File: src/rtl/uart_tx_fifo_arbiter.sv
// uart_tx_fifo_arbiter: round-robin, frame-locked sharing of one TX FIFO write port between two requesters
module uart_tx_fifo_arbiter #(
  parameter int B = 8,
  parameter int MAX_FRAME = 16
) (
  input  logic         clk,
  input  logic         reset,
  input  logic         req0_valid,
  input  logic [B-1:0] req0_data,
  input  logic         req0_last,
  output logic         req0_ready,
  input  logic         req1_valid,
  input  logic [B-1:0] req1_data,
  input  logic         req1_last,
  output logic         req1_ready,
  input  logic         fifo_full,
  output logic         fifo_wr,
  output logic [B-1:0] fifo_w_data,
  output logic [1:0]   grant,
  output logic [7:0]   byte_cnt,
  output logic         forced_rel
);
  localparam logic [1:0] S_IDLE = 2'b00;
  localparam logic [1:0] S_G0   = 2'b01;
  localparam logic [1:0] S_G1   = 2'b10;
  logic [1:0] r_state;
  logic [7:0] r_cnt;
  logic       r_forced;
  logic       r_rr_last;
  logic       w_sel0;
  logic       w_sel1;
  logic       w_xfer;
  logic       w_last;
  logic       w_lim;
  assign w_sel0      = r_state == S_G0;
  assign w_sel1      = r_state == S_G1;
  assign w_xfer      = ((w_sel0 & req0_valid) | (w_sel1 & req1_valid)) & ~fifo_full;
  assign w_last      = w_sel0 ? req0_last : req1_last;
  assign w_lim       = r_cnt == 8'(MAX_FRAME - 1);
  assign fifo_wr     = w_xfer;
  assign req0_ready  = w_xfer & w_sel0;
  assign req1_ready  = w_xfer & w_sel1;
  assign fifo_w_data = w_sel0 ? req0_data : w_sel1 ? req1_data : '0;
  // state encoding doubles as the one-hot grant
  assign grant       = r_state;
  assign byte_cnt    = r_cnt;
  assign forced_rel  = r_forced;
  always_ff @(posedge clk) begin
    if (reset) begin
      r_state   <= S_IDLE;
      r_cnt     <= '0;
      r_forced  <= 1'b0;
      r_rr_last <= 1'b1;
    end else begin
      r_forced <= w_xfer & w_lim & ~w_last;
      if (!w_sel0 && !w_sel1)
        r_state <= (req0_valid & (~req1_valid | r_rr_last)) ? S_G0 : req1_valid ? S_G1 : S_IDLE;
      else if (w_xfer & (w_last | w_lim)) begin
        r_state   <= S_IDLE;
        r_rr_last <= w_sel1;
        r_cnt     <= '0;
      end else if (w_xfer)
        r_cnt <= r_cnt + 8'd1;
    end
  end
endmodule
File: config.mk
export PLATFORM = sky130hd
export DESIGN_NAME = uart_tx_fifo_arbiter
export DESIGN_NICKNAME = d
export VERILOG_FILES = /design/src/rtl/uart_tx_fifo_arbiter.sv
export SDC_FILE = /design/constraint.sdc
export NUM_CORES = 1
export LEC_CHECK = 0
export BUFFER_PORTS_ARGS = -buffer_cell sky130_fd_sc_hd__buf_2
export CORE_MARGIN = 5
export CORE_UTILIZATION = 44
export DETAILED_ROUTE_END_ITERATION = 10
export PLACE_DENSITY = 0.82
export SETUP_SLACK_MARGIN = 0.5
export SYNTH_ARGS = -nofsm -noshare
export SYNTH_HDL_FRONTEND = slang
export SYNTH_SLANG_ARGS = --single-unit
File: constraint.sdc
create_clock -name clk -period 5.4 [get_ports clk]
set_clock_uncertainty 0.15 [all_clocks]
set_input_delay 0.27 -clock clk [delete_from_list [all_inputs] [get_ports clk]]
set_output_delay 0.27 -clock clk [all_outputs]
set_load 0.005 [all_outputs]
Word-level counts from Yosys, hierarchy flattened
Index checks and enable logic that the tools add are counted.

Input port bits: 23. Register bits: 12. Logic and storage cells: 40. Output and inout port bits: 22.

Add/sub/neg operators: 1. Bitwise logic cells: 16. Equal/unequal tests: 3. Reductions and logical operators: 7. Mux-type cells: 9.

Operator list (count): 2-to-1 mux 8 bit (4); bitwise AND 1 bit (9); adder 8 x 1 -> 8 bit (second input constant) (1); equality test 8 x 4 -> 1 bit (second input constant) (1); 2-to-1 mux 2 bit (4); inverter 1 bit (4); AND reduction 2 bit (2); nonzero test 2 bit (2); bitwise OR 1 bit (3); equality test 2 x 1 -> 1 bit (second input constant) (1); equality test 2 bit (second input constant) (1); logical NOT 1 bit (2); logical AND 1 bit (1); 2-to-1 mux 1 bit (1).

Longest topological paths before layout
Gate-level depths: netlist (run 1).

Depth after elaboration: 7. Depth in mapped cells: 7.

Worst setup path after synthesis (run 1)
OpenSTA, ideal clock, no wires.

Path kind: register to register. Start: register r_state[0] (netlist: grant[0]). End: register r_cnt[0] (netlist: byte_cnt[0]). Path slack: 3.593 ns. Arrival: 1.587 ns. Stages on the path, launching flop included: 7. Period minus slack after synthesis: 1.807 ns. Data required time: 5.180 ns. Path through: dfxtp_1 -> inv_1 -> ha_1 -> nor2_1 -> nand2_1 -> or3b_1 -> a21oi_1.

Word-level cells in the longest chain between the ends: 7. Elaborated cells on any way between the ends: 16. Those cells by class: 2 x eq/ne; 2 x mux; 7 x bitwise; 5 x reduce/logical.

Ends and longest elaborated chain: start: declaration (RTL line 26) `logic [1:0] r_state;`; start signal: assignment (RTL line 57) `r_state <= (req0_valid & (~req1_valid | r_rr_last)) ? S_G0 : req1_valid ? S_G1 : S_IDLE;`; equality test 2 x 1 -> 1 bit or equality test 2 bit (tied branches) (RTL line 35, 36); bitwise AND 1 bit (RTL line 37) `assign w_xfer = ((w_sel0 & req0_valid) | (w_sel1 & req1_valid)) & ~fifo_full;`; bitwise OR 1 bit (RTL line 37); bitwise AND 1 bit (RTL line 37); bitwise AND 1 bit (RTL line 58) `else if (w_xfer & (w_last | w_lim)) begin`; nonzero test 2 bit (no source line); AND reduction 2 bit (no source line); end signal: assignment (RTL line 63) `r_cnt <= r_cnt + 8'd1;`; end: declaration (RTL line 27) `logic [7:0] r_cnt;`.

Several ways; a longest one is shown, not always the timed one. A chain may end at the register's enable or synchronous reset.

Worst setup path in the final report (run 1)
Start: register r_state[1] (netlist: grant[1]). End: output port fifo_w_data[3].

Word-level cells in the longest chain between the ends: 3. Elaborated cells on any way between the ends: 4. Those cells by class: 2 x eq/ne; 2 x mux.

Ends and longest elaborated chain: equality test 2 bit (RTL line 36) `assign w_sel1 = r_state == S_G1;`; 2-to-1 mux 8 bit (RTL line 43) `assign fifo_w_data = w_sel0 ? req0_data : w_sel1 ? req1_data : '0;`; 2-to-1 mux 8 bit * (RTL line 43); end: declaration (RTL line 18) `output logic [B-1:0] fifo_w_data,`.

Mark *: on every way between the ends. The rest lies on a longest branch, timed or not.

==> results.md, run 1 <==
* Placed Area at approximately 950 um^2
* Cell Int Power at around 0.14 mW
* Simple-Gate Fraction of Synth Area at 26.38%
* Tmin final at 2.226 ns
* Max-slew headroom at about 66%
* Setup TNS at 0 ns
* Mux cell area share after synthesis at 2.069%
* Synthesized area per cell at 9.071 um^2
* RSZ-0062 raised after global routing: false
* Largest family of logic cells by synthesized area: simple AND/OR/NAND/NOR gates
* Worst skew pair latency at 0.27 ns
* Clock power frac at 28.0%
* Post-Layout Inst Area at 975.9 um^2
* Post-synthesis xor/xnor area fraction at 7.241%
* Dominant cells by area after synthesis: dfxtp_1 (33%), a22o_1 (11%), xor2_1 (7.2%)
* Status: finished, final reports clean
* Post_cts resized at 0
* Largest net degree at the start of global routing at 13
* Synth warn at 0
* Critical path arrival at 1.81 ns
* Sw Pwr at around 0.053 mW
* Die Span Y at 50.61 um
* Lkg Pwr at 0.4965 nW
* Ys flop type: dfxtp_1
* VDD IR-drop max at 0.1538 mV
* Root buffer cell: clkbuf_4
* # hold bufs at CTS at 0
* Vias in the first global route at 714
* Clock transition at path regs at 0.07 ns
* Fin worst setup slack at around 3.2 ns
* Initial antenna violation count at 0
* Mapped Cells at 80
* Number of inserted diodes at 0
* Worst setup slack after placement at 3.218 ns
* Synth Net Count at 106
* Seq/Total Area, Yosys at 33.10%
* # fillers at around 140
* Synth cell types at 27
* Core Region at ~1500 um^2
* First-pass GRT wire length at ~3.1 mm
* Pwr Total at 0.1930 mW
* GRT Max-Usage Layer: met2
* Post-synth top area cell: dfxtp_1
* RD Place Congestion at approximately 0.75
* Synth top cells by count: dfxtp_1 (12), a22o_1 (9), nor2_1 (9)
* Num CTS Buffers at 3
* CP required at 4.98 ns
* Via count at 759
* Synth top area share at approximately 33%
* Post-CTS setup repair buffer count at 0
* Seq pwr share at 47.6%
* Congestion Overflow GR at 0
* Clock Sinks at 12
* Die Wd at 50.61 um
* PwrDens at 197.7 nW/um^2
* CP Capture Type: output port
* Port Buffers at 44
* Initial core utilization at 47.08%
* DR pass1 iterations at 4
* Number of top-level pins at 45
* Startpoint class of the critical path: flip-flop
* Gate power share at roughly a quarter
* Overall die area at 2561 um^2
* Post-DP HPWL at 1.545 mm
* Setup CP Type: flip-flop to output port
* Rows at 14
* Hold violation count in the final report at 0
* Met1 usage at between 10% and 20%
* Most frequent cell after synthesis: dfxtp_1
* Area grow syn2layout at 34.48%
* Post-synth ARST share at 0%
* CTS tree: done
* Pins over their slew limit at 0
* Adder-Cell Fraction of Synth Area at a little over 5%
* Post-route ant nets at 0
* Hold Path Class: input port to flip-flop
* Final #Nets at 152
* WL/cell at 13.38 um
* Tcrit/Tclk final at 41.22%
* Grt met2 use at 24.79%
* Yosys reg bits at 12
* Bufs on Longest Clock Path at 2
* Number of vias per cell at 5.421
* EDFF count, synth at 0
* Fmax at 449.3 MHz
* Grt met3 use at under 10%
* H-tree depth at 1
* Syn Std Cell Area at 725.7 um^2
* Routed wire length at between 1.5 and 2 mm
* Worst-Margin Slew at 0.4970 ns
* DRC violations left at 0
* Share of cells above drive strength 1 at between 40% and 50%
* Final setup viols at 0
* Synth Area in Compound Gates at between 20 and 25%
* GRT Total Usage at 15.82%
* Net Sw Frac at roughly 28%
* Post-layout util at 63.31%
* Crit-path max FO at 12
* Max cap viols at 0
* DR iter-0 viols at 10
worst paths after layout:
check	startpoint	depth (start not counted)	endpoint	slack [ns]
hold / removal	reset	2	byte_cnt[1]	0.11
hold reg to reg	byte_cnt[1]	2	byte_cnt[1]	0.35
setup reg to reg	grant[0]	5	byte_cnt[7]	3.23
setup / recovery	grant[1]	5	fifo_w_data[3]	3.17
placed cells by master (no fill, tap or decap):
cell / Yosys / final
inv_1: 4 / 4
or3b_1: 1 / 1
a22o_1: 9 / 9
nor2_1: 9 / 9
dfxtp_1: 12 / 12
nor4_4: 1 / 1
and4_1: 1 / 1
nand2_1: 5 / 5
a31oi_4: 1 / 1
mux2_4: 1 / 1
nand4_1: 5 / 5
a211o_1: 1 / 1
and3_1: 2 / 2
nand3_1: 3 / 3
a32o_1: 2 / 2
nor2b_1: 2 / 2
buf_2: 1 / 44
nor4bb_1: 1 / 1
o21a_1: 2 / 2
clkbuf_4: 0 / 3
ha_1: 3 / 3
a21oi_1: 2 / 2
and2_1: 1 / 1
xor2_1: 6 / 6
nor4_1: 1 / 1
nand2b_1: 1 / 1
o21bai_1: 1 / 1
critical path: stages, from the launching register on:
cell and delay (ns):
dfxtp_1 0.39, inv_1 0.06, ha_1 0.32, nor2b_1 0.45, a22o_1 0.21, buf_2 0.11
area by class of cell:
cell class	count	area [um^2]	area share, %
clock buffers	3	22.52	2.308
well taps	16	20.02	2.051
inverters	4	15.01	1.538
multi-input cells	61	457.9	46.92
repair buffers	44	220.2	22.56
flip-flops and latches	12	240.2	24.62
layer usage:
layer	vias up	routed length [um]	share of wire, %
met1	333	699	37
met2	36	867	46
met5	-	0	0
met4	0	63	3.4
li1	386	-	-
met3	4	242	13
power by group through the flow:
stage	clock network [mW]	logic [mW]	registers [mW]
finish	0.0541	0.0470	0.0919
global route	0.0633	0.0523	0.0922
CTS	0.0577	0.0474	0.0919
detailed placement	0	0.0472	0.0940
global placement	0	0.0462	0.0935
floorplan	0	0.0273	0.0938
kinds of logic after synthesis:
kind of cell | count (synthesis)
buf+inv | 7
mux | 1
xor+xnor | 6
simple gates | 33
fa+ha+maj | 3
compound gates | 18
flops | 12
flip-flops by register name (all words and copies together) (netlist names):
name        count
r_rr_last       1
byte_cnt        8
grant           2
forced_rel      1
per-stage QoR:
stage	hold slack, ns	cells
final	0.1084	140
after global routing	0.1031	140
after CTS	0.09320	140
after detailed placement	0.3362	137
after global placement	0.3382	137
after floorplan	0.1891	80
(Power assumes the default switching activity.)
==> run 2: changes to the inputs <==
--- a/config.mk
+++ b/config.mk
@@ -7,9 +7,9 @@
 export LEC_CHECK = 0
 export BUFFER_PORTS_ARGS = -buffer_cell sky130_fd_sc_hd__buf_2
 export CORE_MARGIN = 5
-export CORE_UTILIZATION = 44
+export CORE_UTILIZATION = 41
 export DETAILED_ROUTE_END_ITERATION = 10
-export PLACE_DENSITY = 0.82
+export PLACE_DENSITY = 0.77
 export SETUP_SLACK_MARGIN = 0.5
 export SYNTH_ARGS = -nofsm -noshare
 export SYNTH_HDL_FRONTEND = slang
==> constraint.sdc (replaced) <==
create_clock -name clk -period 2.1 [get_ports clk]
set_clock_uncertainty 0.15 [all_clocks]
set_input_delay 0.105 -clock clk [delete_from_list [all_inputs] [get_ports clk]]
set_output_delay 0.105 -clock clk [all_outputs]
set_load 0.005 [all_outputs]
==> run 2 against run 1 <==
The flow now finishes with violations (hold timing). Critical path depth up 1. Count of clock-buffer cells in the layout up 1. Worst hold slack worse by 0.11 ns. Core utilization grew 9.5 points. Sequential cell count unchanged. Global-route usage increased by 3.0 points. Worst setup slack got worse by 2.9 ns. Clock power grew to 3.5 times the previous value. Wire length rose by 33%. Cell count increased by 19%. Critical endpoint is now byte_cnt[0]. Largest power group unchanged. Highest routed layer unchanged.
==> results.md, run 2 (synthesis gave the netlist of run 1 again) <==
* Status: finished with violations
* Violated checks: hold timing
* Max FFs per register at 8
* Tmin final at ~1.9 ns
* Num CTS Buffers at 3
* Setup CP Type: flip-flop to flip-flop
* WL/cell at ~15 um
* CTS tree: done
* Share of cells above drive strength 1 at 57.04%
* Routed wire length at 2.497 mm
* Number of top-level pins at 45
* Final cell count without fillers at approximately 170
* Final setup viols at 0
* Fmax at 540.3 MHz
* Hold Startpoint: req1_last
* Commonest non-fill, non-tap cell in the layout: buf_2
* Critical path launch point: grant[1]
* Largest net degree at the start of global routing at 10
* Final #Nets at 169
* Clock Sinks at 12
* Root buffer cell: clkbuf_4
* RSZ-0062 raised after global routing: true
* Worst setup slack after placement at 0.2275 ns
* Critical path arrival at around 1.9 ns
* Die Span Y at 52.07 um
* Startpoint class of the critical path: flip-flop
* Post-route ant nets at 0
* GRT Total Usage at 18.83%
* VDD IR-drop max at 0.4071 mV
* Port Buffers at 44
* RR Startpoint: grant[1]
* Crit-path max FO at 5
* DRC violations left at 0
* Clock transition at path regs at around 0.08 ns
* RD Place Congestion at 0.7413
* Hold violation count in the final report at 1
* Area grow syn2layout at 71.38%
* Pins over their slew limit at 0
* Lkg Pwr at a little over 0.6 nW
* DR pass1 iterations at 4
* Final Hold Slack at -0.001186 ns
* Worst-Margin Slew at 0.3340 ns
* Overall die area at approximately 2700 um^2
* Post-DP HPWL at 1.563 mm
* Initial antenna violation count at 0
* Max-slew headroom at 77.56%
* Die Wd at 52.07 um
* Setup TNS at 0 ns
* CP Capture Type: flip-flop
* Post-layout util at 72.82%
* Hold Path Class: input port to flip-flop
* Max cap viols at 0
* Core Region at 1708 um^2
* H-tree depth at 1
* PwrDens at 503.9 nW/um^2
* Congestion Overflow GR at 0
* Number of inserted diodes at 0
* CP required at 2.17 ns
* Pwr Total at ~0.63 mW
* Via count at 863
* Number of vias per cell at 5.168
* Fin worst setup slack at 0.2492 ns
* Rows at 15
* Most frequent cells in the layout: buf_2 (43), buf_4 (12), a22o_1 (8), nor2_1 (8), dfxtp_1 (8)
* Placed Cells at 147
* Bufs on Longest Clock Path at 2
* First-pass GRT wire length at around 3.7 mm
* Worst skew pair latency at roughly 0.29 ns
* Vias in the first global route at 841
* Initial core utilization at 42.49%
* DR iter-0 viols at 18
* Tcrit/Tclk final at 88.13%
-- run 2: what timing repair did --
item                                    in CTS  in global routing
resized for setup                           17                  3
buffers inserted                            10                  3
hold endpoints to repair                     6                  0
pin swaps                                    8                  4
hold buffers                                 3                  0
endpoints found under the setup margin      23                 22
-- run 2: layout make-up --
class                      instances  area [um^2]
multi-input combinational         61        539.3
fill                             127        464.2
timing repair buffer              61        369.1
sequential                        12        250.2
clock buffer                       4        36.28
tap                               25        31.28
inverter                           4        17.52
-- run 2: path summary, 6_finish.rpt --
path / endpoint / slack (ns) / cells after the start
setup / recovery: byte_cnt[0] / 0.25 / 6
hold reg to reg: byte_cnt[1] / 0.36 / 2
setup reg to reg: byte_cnt[0] / 0.25 / 6
hold / removal: forced_rel / -0.001 / 3
-- run 2: stage by stage --
stage               hold slack [ns]  cell area (um^2)
finish                    -0.001186              1244
floorplan                   0.02407             759.5
global route                0.01010              1244
global placement             0.2060              1003
detailed placement           0.2175              1003
CTS                        0.002869              1212
-- run 2: power by group --
group          internal (mW)  leakage [nW]  total (mW)  switching, mW
clock                  0.106        0.0210       0.190         0.0847
combinational          0.110         0.492       0.198         0.0876
sequential             0.232        0.0994       0.238        0.00657
-- run 2: worst max-delay path, stage by stage, from the launching register on --
cell and delay, ns:
dfxtp_4 0.37, inv_4 0.04, ha_4 0.16, mux2_4 0.32
a31oi_4 0.21, or3b_1 0.40, a21oi_1 0.15
-- run 2: metal layers --
metal / share of wire [%] / up-vias / GRT usage, %
met1: 40 / 399 / 20.52
met4: 0.64 / 0 / 8.734
met2: 49 / 40 / 33.05
met3: 11 / 3 / 5.444
li1: - / 421 / -
met5: 0 / - / 0
